`config.mk`:
```
export PLATFORM = sky130hd
export DESIGN_NAME = far_path_pipe
export DESIGN_NICKNAME = d
export VERILOG_FILES = /design/src/rtl/far_path_pipe_pkg.sv /design/src/rtl/far_path_pipe_norm.sv /design/src/rtl/far_path_pipe.sv
export SDC_FILE = /design/constraint.sdc
export NUM_CORES = 1
export LEC_CHECK = 0
export ABC_AREA = 1
export BUFFER_PORTS_ARGS = -buffer_cell sky130_fd_sc_hd__buf_2
export CAP_MARGIN = 20
export CORE_MARGIN = 2
export CORE_UTILIZATION = 30
export CTS_CLUSTER_DIAMETER = 150
export DETAILED_ROUTE_END_ITERATION = 8
export PLACE_DENSITY = 0.53
export SLEW_MARGIN = 20
export SYNTH_ARGS = -nofsm -noshare
export SYNTH_HDL_FRONTEND = slang
export SYNTH_SLANG_ARGS = --single-unit
```
`constraint.sdc`:
```
create_clock -name clk -period 7.3 [get_ports clk]
set_clock_uncertainty 0.2 [all_clocks]
set_input_delay 0.73 -clock clk [delete_from_list [all_inputs] [get_ports clk]]
set_output_delay 0.73 -clock clk [all_outputs]
set_load 0.02 [all_outputs]
```
`src/rtl/far_path_pipe_pkg.sv`:
```
// Shared FPU add-path definitions: normalisation case encoding and adder sizing.
package far_path_pipe_pkg;

    typedef enum logic [1:0] {
        NORM_CANCEL   = 2'b00,
        NORM_KEEP     = 2'b01,
        NORM_CARRY    = 2'b10,
        NORM_CARRY_HI = 2'b11
    } norm_case_e;

    // One carry bit above, three guard/sticky positions below the significand.
    localparam int ADD_GUARD = 4;

    function automatic int add_width(input int precision);
        return precision + ADD_GUARD;
    endfunction

endpackage

```
`src/rtl/far_path_pipe_norm.sv`:
```
// Stage-2 one-bit normalisation select on the far-path sum.
module far_path_pipe_norm
    import far_path_pipe_pkg::*;
#(
    parameter int EXPWIDTH  = 8,
    parameter int PRECISION = 48,
    parameter int OUTPC     = 24
) (
    input  logic [PRECISION+3:0] sum,
    input  logic                 small_add,
    input  logic [EXPWIDTH-1:0]  l_exp,
    output logic [OUTPC+2:0]     sig,
    output logic [EXPWIDTH-1:0]  res_exp,
    output logic                 exp_ovf
);
    localparam int P = PRECISION;
    localparam logic [EXPWIDTH-1:0] EXP_MAX_M1 = {{(EXPWIDTH-1){1'b1}}, 1'b0};

    norm_case_e         ncase;
    logic [OUTPC+2:0]   carry_sig;
    logic [OUTPC+2:0]   keep_sig;
    logic [OUTPC+2:0]   cancel_sig;

    assign ncase      = norm_case_e'(sum[P+3:P+2]);
    assign carry_sig  = {sum[P+3:P-OUTPC+2], |sum[P-OUTPC+1:0]};
    assign keep_sig   = {sum[P+2:P-OUTPC+1], |sum[P-OUTPC:0]};
    assign cancel_sig = {sum[P+1:P-OUTPC], |sum[P-OUTPC-1:0]};

    always_comb begin
        sig     = keep_sig;
        res_exp = l_exp;
        exp_ovf = 1'b0;
        unique case (ncase)
            NORM_CARRY, NORM_CARRY_HI: begin
                sig     = carry_sig;
                res_exp = l_exp + 1'b1;
                exp_ovf = (l_exp == EXP_MAX_M1);
            end
            NORM_KEEP: begin
                sig     = keep_sig;
                res_exp = l_exp;
            end
            NORM_CANCEL: begin
                // Subnormal pairs never renormalise left.
                if (!small_add) begin
                    sig     = cancel_sig;
                    res_exp = l_exp - 1'b1;
                end
            end
        endcase
    end

endmodule

```
`src/rtl/far_path_pipe.sv`:
```
// Two-stage handshaked far-path adder: swap/align, then add/normalise.
// Optional tag sideband enabled by defining FAR_PATH_PIPE_TAG_EN.
module far_path_pipe
    import far_path_pipe_pkg::*;
#(
    parameter int EXPWIDTH  = 8,
    parameter int PRECISION = 48,
    parameter int OUTPC     = 24,
    parameter int TAG_WIDTH = 8
) (
    input  logic                 clk,
    input  logic                 rst,
    input  logic                 in_valid_i,
    output logic                 in_ready_o,
    input  logic                 a_sign_i,
    input  logic                 b_sign_i,
    input  logic [EXPWIDTH-1:0]  a_exp_i,
    input  logic [EXPWIDTH-1:0]  b_exp_i,
    input  logic [PRECISION-1:0] a_sig_i,
    input  logic [PRECISION-1:0] b_sig_i,
    input  logic                 op_sub_i,
    input  logic                 small_add_i,
`ifdef FAR_PATH_PIPE_TAG_EN
    input  logic [TAG_WIDTH-1:0] tag_i,
    output logic [TAG_WIDTH-1:0] tag_o,
`endif
    output logic                 out_valid_o,
    input  logic                 out_ready_i,
    output logic                 result_sign_o,
    output logic [EXPWIDTH-1:0]  result_exp_o,
    output logic [OUTPC+2:0]     result_sig_o,
    output logic                 near_o,
    output logic                 exp_ovf_o
);
    localparam int SW = PRECISION + 2;
    localparam int AW = add_width(PRECISION);

    if (PRECISION < OUTPC + 1 || TAG_WIDTH < 1) begin : g_param_check
        $error("far_path_pipe: bad parameters");
    end

    function automatic logic [SW:0] shift_right_jam(
        input logic [SW-1:0]       x,
        input logic [EXPWIDTH-1:0] d
    );
        logic [2*SW-1:0] wide;
        int              amt;
        amt  = (int'(d) >= SW) ? SW : int'(d);
        wide = {x, {SW{1'b0}}} >> amt;
        return {wide[2*SW-1:SW], |wide[SW-1:0]};
    endfunction

    logic s1_valid, s2_valid, s2_ready, in_fire, s1_fire;

    assign s2_ready    = !s2_valid || out_ready_i;
    assign in_ready_o  = !s1_valid || s2_ready;
    assign in_fire     = in_valid_i && in_ready_o;
    assign s1_fire     = s1_valid && s2_ready;
    assign out_valid_o = s2_valid;

    // Stage 1: swap and align
    logic                 swap, effsub, near, sign;
    logic [EXPWIDTH-1:0]  l_exp, s_exp, d;
    logic [PRECISION-1:0] l_sig, s_sig;
    logic [SW:0]          jam;

    always_comb begin
        effsub = a_sign_i ^ b_sign_i ^ op_sub_i;
        swap   = (b_exp_i > a_exp_i) ||
                 (b_exp_i == a_exp_i && b_sig_i > a_sig_i);
        l_exp  = swap ? b_exp_i : a_exp_i;
        s_exp  = swap ? a_exp_i : b_exp_i;
        l_sig  = swap ? b_sig_i : a_sig_i;
        s_sig  = swap ? a_sig_i : b_sig_i;
        d      = l_exp - s_exp;
        near   = effsub && (d < EXPWIDTH'(2));
        sign   = swap ? (b_sign_i ^ op_sub_i) : a_sign_i;
        jam    = shift_right_jam({s_sig, 2'b00}, d);
    end

    logic [EXPWIDTH-1:0]  s1_l_exp;
    logic [PRECISION-1:0] s1_l_sig;
    logic [SW-1:0]        s1_main;
    logic                 s1_sticky, s1_effsub, s1_sign, s1_near, s1_small;

    // Stage 2: add and normalise
    logic [AW-1:0]        a_ext, b_ext, sum;
    logic [OUTPC+2:0]     n_sig;
    logic [EXPWIDTH-1:0]  n_exp;
    logic                 n_ovf;

    assign a_ext = {1'b0, s1_l_sig, 3'b000};
    assign b_ext = {1'b0, s1_main, s1_sticky};
    assign sum   = a_ext + (s1_effsub ? (~b_ext + 1'b1) : b_ext);

    far_path_pipe_norm #(
        .EXPWIDTH (EXPWIDTH),
        .PRECISION(PRECISION),
        .OUTPC    (OUTPC)
    ) u_norm (
        .sum      (sum),
        .small_add(s1_small),
        .l_exp    (s1_l_exp),
        .sig      (n_sig),
        .res_exp  (n_exp),
        .exp_ovf  (n_ovf)
    );

    always_ff @(posedge clk or posedge rst) begin
        if (rst) begin
            s1_valid <= 1'b0;
            s2_valid <= 1'b0;
        end else begin
            if (in_ready_o) s1_valid <= in_valid_i;
            if (s2_ready)   s2_valid <= s1_valid;
        end
    end

    always_ff @(posedge clk or posedge rst) begin
        if (rst) begin
            s1_l_exp  <= '0;
            s1_l_sig  <= '0;
            s1_main   <= '0;
            s1_sticky <= 1'b0;
            s1_effsub <= 1'b0;
            s1_sign   <= 1'b0;
            s1_near   <= 1'b0;
            s1_small  <= 1'b0;
        end else if (in_fire) begin
            s1_l_exp  <= l_exp;
            s1_l_sig  <= l_sig;
            s1_main   <= jam[SW:1];
            s1_sticky <= jam[0];
            s1_effsub <= effsub;
            s1_sign   <= sign;
            s1_near   <= near;
            s1_small  <= small_add_i;
        end
    end

    always_ff @(posedge clk or posedge rst) begin
        if (rst) begin
            result_sign_o <= 1'b0;
            result_exp_o  <= '0;
            result_sig_o  <= '0;
            near_o        <= 1'b0;
            exp_ovf_o     <= 1'b0;
        end else if (s1_fire) begin
            result_sign_o <= s1_sign;
            result_exp_o  <= n_exp;
            result_sig_o  <= n_sig;
            near_o        <= s1_near;
            exp_ovf_o     <= n_ovf;
        end
    end

`ifdef FAR_PATH_PIPE_TAG_EN
    logic [TAG_WIDTH-1:0] s1_tag;

    always_ff @(posedge clk or posedge rst) begin
        if (rst) begin
            s1_tag <= '0;
            tag_o  <= '0;
        end else begin
            if (in_fire) s1_tag <= tag_i;
            if (s1_fire) tag_o  <= s1_tag;
        end
    end
`endif

endmodule
```
==> impl_metrics.env, run 1 <==
export IMPL_max_cap_violations=0
export IMPL_syn_num_nets=3002
export IMPL_first_pass_iters=5
export IMPL_syn_to_final_growth_pct=11.91
export IMPL_die_area_um2=58070
export IMPL_worstSetupPathType="flip-flop to flip-flop"
export IMPL_fp_dieW_um=241.0
export IMPL_relSlewSlack=0.3619
export IMPL_final_cell_mix="nand2_1, nand3_1, inv_1, o21ai_0, nor2_1"
export IMPL_status="completed"
export IMPL_clockRootBuffer="clkbuf_16"
export IMPL_postRouteAntennaNets=0
export IMPL_overflow=0
export IMPL_antenna_found_initial=3
export IMPL_layout_commonest_cell="nand2_1"
export IMPL_syn_avg_cell_area_um2=6.078
export IMPL_gp_congestion=0.9595
export IMPL_core_um2=55310
export IMPL_clkLatencyLatePin_ns=0.48
export IMPL_tightest_slew_ns=0.9571
export IMPL_period_needed_ns=6.358
export IMPL_post_cts_setup_buffer_count=0
export IMPL_min_period_over_period=0.8709
export IMPL_synth_edf_count=0
export IMPL_worst_path_max_fanout=11
export IMPL_peakVddDrop_uv=199.8
export IMPL_synth_async_reset_ratio=1.000
export IMPL_path_common_cell="nand2_1"
export IMPL_io_buffers=159
export IMPL_die_h_um=241.0
export IMPL_final_setup_viol_count=0
export IMPL_cp_start_kind="flip-flop"
export IMPL_yosysTopAreaCellShare=0.2243
export IMPL_tns_ns=0
export IMPL_dp_hpwl_um=52860
export IMPL_drive_gt1_frac=0.09539
export IMPL_power_density_nw_per_um2=320.9
export IMPL_grt_setup_unrepaired="no"
export IMPL_cts_tree="built"
export IMPL_crit_arrival_ns=6.57
export IMPL_drt_total_wl_um=65920
export IMPL_rows=86
export IMPL_seq_area_frac_synth=0.2243
export IMPL_cp_end_kind="flip-flop"
export IMPL_drt_iter0_drc=1544
export IMPL_syn_area_um2=16850
export IMPL_yosysWarnings=0
export IMPL_ys_flop_type="dfrtp_1"
export IMPL_p_total_mw=6.052
export IMPL_grt_pass1_wl_um=101900
export IMPL_yosys_top_cells_area="dfrtp_1, nand2_1, nand3_1"
export IMPL_clockBufferDepth=2
export IMPL_power_leakage_nw=9.588
export IMPL_hold_ws_ns=0.2629
export IMPL_ios=160
export IMPL_synth_seq_cells=151
export IMPL_path_clk_slew_ns=0.08
export IMPL_nNetsFinal=3079
export IMPL_yosys_area_top_type="dfrtp_1"
export IMPL_htreeDepth=4
export IMPL_maxClockFrequency_ghz=0.1573
export IMPL_grtUsageTotal=0.2275
export IMPL_numCtsBuffers=17
export IMPL_max_stage_delay_ns=0.41
export IMPL_cts_sinks=151
export IMPL_holdBufCountCts=0
export IMPL_synth_cell_type_count=49
export IMPL_required_ns=7.51
export IMPL_viasPerCell=5.204
export IMPL_initial_utilization=0.3046
export IMPL_netlist_instances=2772
export IMPL_grt_max_degree=105
export IMPL_wl_per_cell_um=18.25
export IMPL_min_path_type="primary input to flip-flop"
export IMPL_drc=0
export IMPL_slew_violations=0
export IMPL_grt_pass1_vias=17514
export IMPL_critPathSlowestCell="dfrtp_1"
export IMPL_num_vias=18798
export IMPL_finalHoldViolations=0
## per-stage QoR
| step | utilization | std cells | area, um^2 | setup WS [ns] |
|---|---|---|---|---|
| 2_1_floorplan | - | 2772 | 16850 | 1.875 |
| 3_3_place_gp | 0.3297 | 3578 | 18230 | 0.9151 |
| 3_5_place_dp | 0.3297 | 3578 | 18230 | 0.8343 |
| 4_1_cts | 0.3406 | 3610 | 18840 | 0.7578 |
| 5_1_grt | 0.3408 | 3610 | 18850 | 0.08918 |
| 6_report | 0.3409 | 3612 | 18860 | 0.9423 |
## cells in the mapped netlist, types with 4 or more instances
library cell / instances
a21o_1: 6
a21oi_1: 109
a31oi_1: 16
buf_1: 10
buf_2: 37
buf_4: 7
buf_6: 4
clkbuf_1: 74
dfrtp_1: 151
ha_1: 109
inv_1: 281
inv_2: 11
nand2_1: 809
nand3_1: 348
nand3b_1: 6
nand4_1: 71
nor2_1: 222
nor3_1: 22
nor4_1: 6
o211ai_1: 17
o21a_1: 6
o21ai_0: 239
o21ai_1: 12
o21bai_1: 5
o221ai_1: 17
o22ai_1: 32
or2_2: 15
xnor2_1: 12
xor2_1: 84
## where the power goes
group          internal, mW  total (mW)  switching [mW]  leakage (nW)
registers              1.05        1.21           0.167          1.89
logic                  1.22        3.90            2.68          7.41
clock network         0.460       0.933           0.473         0.292
## layout make-up
cell class	count	area [um^2]
Inverter	293	1106
Sequential cell	151	3779
Multi-Input combinational cell	2196	11400
Clock inverter	15	178.9
Clock buffer	17	425.4
Tap cell	748	935.9
Fill cell	6163	36450
Antenna cell	2	5.005
Timing Repair Buffer	190	1028
## per-layer routing
metal / track usage / wire, um / vias to the layer above
met5: 0 / 13 / -
met4: 0.05761 / 1420 / 2
met3: 0.03191 / 3122 / 63
met2: 0.3889 / 31580 / 526
met1: 0.3002 / 29780 / 8850
li1: - / - / 9357
## flip-flops by register name (all words and copies together), names as in the netlist
name and count:
s1_small 1, result_exp_o 8, exp_ovf_o 1, near_o 1, s1_sticky 1, out_valid_o 1
s1_l_exp 8, s1_sign 1, s1_valid 1, s1_l_sig 48, result_sig_o 27, result_sign_o 1
s1_near 1, s1_main 50, s1_effsub 1
## kinds of logic (layout without fill, tap and decap cells)
family	after synthesis	after routing	synth area share
AOI/OAI and AO/OA	469	469	0.1539
xor gates and xnor gates	96	96	0.04990
adders and majority gates	110	110	0.08213
buffers and inverters	425	515	0.1008
DFF	151	151	0.2243
other	0	2	0
and+or+nand+nor	1521	1521	0.3890
## what timing repair did
item | CTS | global route
endpoints found under the hold margin | 0 | 0
endpoints found under the setup margin | 0 | 33
gates resized for setup | 0 | 2
## path summary, 6_finish.rpt
path | to | slack, ns | cells after the start | start
max | result_sig_o[11]$_DFFE_PP0P_ | 0.94 | 36 | s1_sticky$_DFFE_PP0P_
min | s1_small$_DFFE_PP0P_ | 0.26 | 3 | small_add_i
max reg2reg | result_sig_o[11]$_DFFE_PP0P_ | 0.94 | 36 | s1_sticky$_DFFE_PP0P_
min reg2reg | result_exp_o[5]$_DFFE_PP0P_ | 0.28 | 2 | result_exp_o[5]$_DFFE_PP0P_
max in group asynchronous | s1_main[17]$_DFFE_PP0P_ | 5.23 | 3 | rst
min in group asynchronous | result_sig_o[2]$_DFFE_PP0P_ | 0.27 | 2 | rst
## worst max-delay path, delay by kind of cell (launching register included)
kind	cells	cell delay, ns
AO/OA/AOI/OAI	6	1.01
XOR/XNOR	1	0.18
adder cells (fa/ha/maj)	2	0.53
buffers and inverters	6	0.79
flip-flops	1	0.41
AND/OR/NAND/NOR	21	3.16
Power figures use the tool's default switching activity.
==> run 2, diff against run 1 <==
Settings changed: ABC_CLOCK_PERIOD_IN_PS set to 7300, RECOVER_POWER set to 25.
==> impl_metrics.env, run 2 (synthesis results as in run 1) <==
export IMPL_hold_ws_ns=0.2658
export IMPL_max_cap_violations=1
export IMPL_cts_tree="built"
export IMPL_clockBufferDepth=2
export IMPL_num_vias=18795
export IMPL_path_clk_slew_ns=0.08
export IMPL_largest_register_ffs=50
export IMPL_cp_end_kind="flip-flop"
export IMPL_dp_hpwl_um=52860
export IMPL_grt_pass1_wl_um=101900
export IMPL_min_period_over_period=0.8695
export IMPL_slew_violations=98
export IMPL_rows=86
export IMPL_core_um2=55310
export IMPL_min_path_type="primary input to flip-flop"
export IMPL_htreeDepth=4
export IMPL_critPathSlowestCell="dfrtp_1"
export IMPL_power_leakage_nw=9.580
export IMPL_worstSetupStartpoint="s1_sticky$_DFFE_PP0P_"
export IMPL_wl_per_cell_um=18.27
export IMPL_instances_no_fill=3612
export IMPL_viasPerCell=5.203
export IMPL_status="finished with violations"
export IMPL_io_buffers=159
export IMPL_die_h_um=241.0
export IMPL_grtUsageTotal=0.2275
export IMPL_dp_cells=3578
export IMPL_peakVddDrop_uv=200.4
export IMPL_dp_slack_ns=0.8343
export IMPL_top_register="s1_main"
export IMPL_antenna_found_initial=3
export IMPL_tightest_slew_ns=4.568
export IMPL_drive_gt1_frac=0.09504
export IMPL_clockRootBuffer="clkbuf_16"
export IMPL_die_area_um2=58070
export IMPL_clkLatencyLatePin_ns=0.48
export IMPL_finalHoldViolations=0
export IMPL_multi_input_area_um2=11400
export IMPL_maxClockFrequency_ghz=0.1576
export IMPL_largestRegisters="s1_main x50, s1_l_sig x48, result_sig_o x27"
export IMPL_syn_to_final_growth_pct=11.87
export IMPL_holdCritStartpoint="small_add_i"
export IMPL_postRouteAntennaNets=0
export IMPL_grt_pass1_vias=17514
export IMPL_crit_arrival_ns=6.55
export IMPL_holdBufCountCts=0
export IMPL_cts_sinks=151
export IMPL_power_density_nw_per_um2=321.2
export IMPL_setup_ws_ns=0.9530
export IMPL_p_total_mw=6.053
export IMPL_path_delay_family="simple AND/OR/NAND/NOR gates"
export IMPL_drt_iter0_drc=1439
export IMPL_final_cell_mix="nand2_1, nand3_1, inv_1, o21ai_0, nor2_1"
export IMPL_path_common_cell="nand2_1"
export IMPL_rr_startpoint="s1_sticky$_DFFE_PP0P_"
export IMPL_overflow=0
export IMPL_required_ns=7.50
export IMPL_gp_congestion=0.9595
export IMPL_cp_start_kind="flip-flop"
export IMPL_drt_total_wl_um=65980
export IMPL_drc=0
export IMPL_final_setup_viol_count=0
export IMPL_final_seq_area_um2=3779
export IMPL_initial_utilization=0.3046
export IMPL_worst_path_max_fanout=11
export IMPL_grt_max_degree=105
export IMPL_ios=160
export IMPL_tns_ns=0
export IMPL_worstSetupPathType="flip-flop to flip-flop"
export IMPL_first_pass_iters=5
export IMPL_numCtsBuffers=17
export IMPL_violations="max-capacitance violations, max-slew violations"
export IMPL_max_stage_delay_ns=0.41
export IMPL_fillers=6165
export IMPL_path_buf_inv=6
export IMPL_nNetsFinal=3079
export IMPL_relSlewSlack=-2.062
export IMPL_layout_commonest_cell="nand2_1"
export IMPL_period_needed_ns=6.347
export IMPL_grt_setup_unrepaired="no"
export IMPL_fp_dieW_um=241.0
==> run 2: cell types whose count changed in the layout (fill, tap and decap cells not counted), sizes merged <==
cell      before  now
buf          190  189
clkbuf        17   18
clkinvlp       0    1
inv          296  295
==> run 2: layout make-up <==
cell class | instances | share of cell area
multi-input combinational | 2196 | 0.6047
antenna | 2 | 0.0002655
inverter | 293 | 0.05848
clock inverter | 15 | 0.009493
timing repair buffer | 190 | 0.05437
tap | 748 | 0.04965
clock buffer | 17 | 0.02257
sequential | 151 | 0.2005
==> run 2: tightest hold or removal path, stage by stage <==
cell and delay (ns):
buf_2 0.08, nand2_1 0.04, o21ai_0 0.05
==> run 2: final timing paths <==
| path | endpoint | slack (ns) | depth (start not counted) |
|---|---|---|---|
| setup / recovery | result_sig_o[16]$_DFFE_PP0P_ | 0.95 | 36 |
| hold / removal | s1_small$_DFFE_PP0P_ | 0.27 | 3 |
| setup reg to reg | result_sig_o[16]$_DFFE_PP0P_ | 0.95 | 36 |
| hold reg to reg | result_exp_o[5]$_DFFE_PP0P_ | 0.28 | 2 |
| max in group asynchronous | s1_main[17]$_DFFE_PP0P_ | 3.17 | 3 |
| min in group asynchronous | result_sig_o[2]$_DFFE_PP0P_ | 1.45 | 2 |
==> run 2: metrics by stage <==
| step | utilization | instance area (um^2) |
|---|---|---|
| final | 0.3408 | 18850 |
| after global routing | 0.3407 | 18840 |
| after CTS | 0.3406 | 18840 |
| after detailed placement | 0.3297 | 18230 |
| after global placement | 0.3297 | 18230 |
| after floorplan | - | 16850 |
==> run 2: repair_timing <==
action                                  in CTS  in global routing
endpoints found under the hold margin        0                  0
gates resized for setup                      0                  2
endpoints found under the setup margin       0                 33
setup buffers                                0                  0
==> run 2: layer usage <==
| metal | vias up | global-route usage | wire length [um] |
|---|---|---|---|
| li1 | 9358 | - | - |
| met1 | 8814 | 0.3002 | 29710 |
| met2 | 555 | 0.3889 | 31630 |
| met3 | 66 | 0.03191 | 3178 |
| met4 | 2 | 0.05761 | 1452 |
| met5 | - | 0 | 13 |
==> run 2: where the power goes <==
| part | leakage (nW) | total [mW] | switching, mW | internal (mW) |
|---|---|---|---|---|
| Sequential | 1.89 | 1.22 | 0.168 | 1.05 |
| Clock | 0.292 | 0.933 | 0.473 | 0.460 |
| Combinational | 7.40 | 3.90 | 2.68 | 1.22 |
| Total | 9.58 | 6.05 | 3.32 | 2.73 |
==> run 3, diff against run 2 <==
Settings changed: REMOVE_ABC_BUFFERS set to 1.
==> impl_metrics.env, run 3 (synthesis results as in run 1) <==
export IMPL_status="finished with violations"
export IMPL_violations="max-capacitance violations, max-slew violations"
export IMPL_critPathSlowestCell="o41ai_1"
export IMPL_period_needed_ns=6.331
export IMPL_drc=0
export IMPL_relSlewSlack=-1.913
export IMPL_overflow=0
export IMPL_final_setup_viol_count=0
export IMPL_first_pass_iters=5
export IMPL_dp_hpwl_um=53650
export IMPL_instances_no_fill=3635
export IMPL_drive_gt1_frac=0.1018
export IMPL_final_seq_area_um2=3779
export IMPL_path_common_cell="inv_1"
export IMPL_cp_end_kind="flip-flop"
export IMPL_grt_pass1_wl_um=104000
export IMPL_clockRootBuffer="clkbuf_16"
export IMPL_grt_setup_unrepaired="no"
export IMPL_viasPerCell=5.210
export IMPL_die_h_um=241.0
export IMPL_worst_path_max_fanout=14
export IMPL_final_core_util=0.3433
export IMPL_crit_arrival_ns=6.52
export IMPL_post_cts_setup_buffer_count=0
export IMPL_wl_per_cell_um=18.67
export IMPL_clkLatencyLatePin_ns=0.51
export IMPL_cp_start_kind="flip-flop"
export IMPL_peakVddDrop_uv=205.1
export IMPL_stdcell_area_um2=18990
export IMPL_num_vias=18937
export IMPL_maxClockFrequency_ghz=0.1579
export IMPL_numCtsBuffers=17
export IMPL_fp_dieW_um=241.0
export IMPL_die_area_um2=58070
export IMPL_drt_total_wl_um=67880
export IMPL_max_cap_violations=1
export IMPL_initial_utilization=0.3046
export IMPL_drt_iter0_drc=1379
export IMPL_grt_max_degree=86
export IMPL_required_ns=7.49
export IMPL_gp_congestion=1.005
export IMPL_dp_cells=3604
export IMPL_path_clk_slew_ns=0.07
export IMPL_slew_violations=86
export IMPL_min_period_over_period=0.8673
export IMPL_ios=160
export IMPL_io_buffers=159
export IMPL_power_density_nw_per_um2=322.5
export IMPL_clockBufferDepth=2
export IMPL_diodes=0
export IMPL_final_cell_mix="nand2_1, nand3_1, inv_1, o21ai_0, nor2_1"
export IMPL_fillers=6226
export IMPL_largestRegisters="s1_main x50, s1_l_sig x48, result_sig_o x27"
export IMPL_min_path_type="primary input to flip-flop"
export IMPL_htreeDepth=4
export IMPL_tightest_slew_ns=4.345
export IMPL_worstSetupPathType="flip-flop to flip-flop"
export IMPL_cts_tree="built"
export IMPL_core_um2=55310
export IMPL_syn_to_final_growth_pct=12.69
export IMPL_multi_input_area_um2=11390
export IMPL_largest_register_ffs=50
export IMPL_power_leakage_nw=9.684
export IMPL_max_stage_delay_ns=0.44
export IMPL_top_register="s1_main"
export IMPL_postRouteAntennaNets=0
export IMPL_grt_pass1_vias=17869
export IMPL_grtUsageTotal=0.2352
export IMPL_finalHoldViolations=0
export IMPL_tns_ns=0
export IMPL_cts_sinks=151
export IMPL_rows=86
export IMPL_nNetsFinal=3105
export IMPL_placedInstanceArea_um2=18440
export IMPL_antenna_found_initial=0
export IMPL_layout_commonest_cell="nand2_1"
## run 3: cell count changes in the layout (fill, tap and decap cells not counted), moves of 2 or more
cell	previous run	this run
buf_4	30	55
clkinv_8	6	0
clkinv_2	1	3
clkbuf_1	1	4
diode_2	2	0
clkinv_4	4	2
## run 3: repair_timing
item | CTS | global route
setup endpoints to repair | 0 | 35
gates resized for setup | 0 | 2
hold buffers | 0 | 0
## run 3: final cells by class
type | count | share of cell area
repair buffers | 216 | 0.06491
multi-input cells | 2196 | 0.6000
well taps | 748 | 0.04929
clock inverters | 10 | 0.005074
flip-flops and latches | 151 | 0.1990
clock buffers | 21 | 0.02372
inverters | 293 | 0.05799
## run 3: stage by stage
stage | total power, mW | hold WS [ns] | setup slack [ns]
after detailed placement | 5.207 | 0.2618 | 0.6808
after global placement | 5.191 | 0.2574 | 0.6940
final | 6.124 | 0.2475 | 0.9686
after CTS | 6.139 | 0.2201 | 0.6358
after floorplan | 3.862 | 0.2422 | 0.1534
after global routing | 6.696 | 0.2478 | 0.08583
## run 3: path summary, 6_finish.rpt
path | startpoint | to | slack [ns] | cells after the start
max | s1_sticky$_DFFE_PP0P_ | result_sig_o[25]$_DFFE_PP0P_ | 0.97 | 36
min | small_add_i | s1_small$_DFFE_PP0P_ | 0.25 | 3
max reg2reg | s1_sticky$_DFFE_PP0P_ | result_sig_o[25]$_DFFE_PP0P_ | 0.97 | 36
min reg2reg | result_exp_o[3]$_DFFE_PP0P_ | result_exp_o[3]$_DFFE_PP0P_ | 0.27 | 2
max in group asynchronous | rst | s1_l_sig[32]$_DFFE_PP0P_ | 3.32 | 3
min in group asynchronous | rst | result_sig_o[2]$_DFFE_PP0P_ | 1.29 | 2
## run 3: routing by layer
metal / global-route usage / vias up / wire (um)
li1: - / 9415 / -
met5: 0 / - / 0
met3: 0.03923 / 91 / 3435
met1: 0.2999 / 8882 / 29740
met2: 0.4013 / 549 / 32640
met4: 0.07931 / 0 / 2063
## run 3: where the power goes
| part | switching, mW | total [mW] | internal [mW] |
|---|---|---|---|
| logic | 2.72 | 4.00 | 1.28 |
| clock network | 0.417 | 0.894 | 0.477 |
| registers | 0.179 | 1.23 | 1.05 |
| total | 3.31 | 6.12 | 2.81 |
## run 3: worst max-delay path, delay by kind of cell (launching register included)
family,cells,cell delay [ns]
buffers and inverters,7,0.73
xor gates and xnor gates,1,0.19
DFF,1,0.41
and+or+nand+nor,19,2.88
AOI/OAI and AO/OA,7,1.26
adders and majority gates,2,0.51
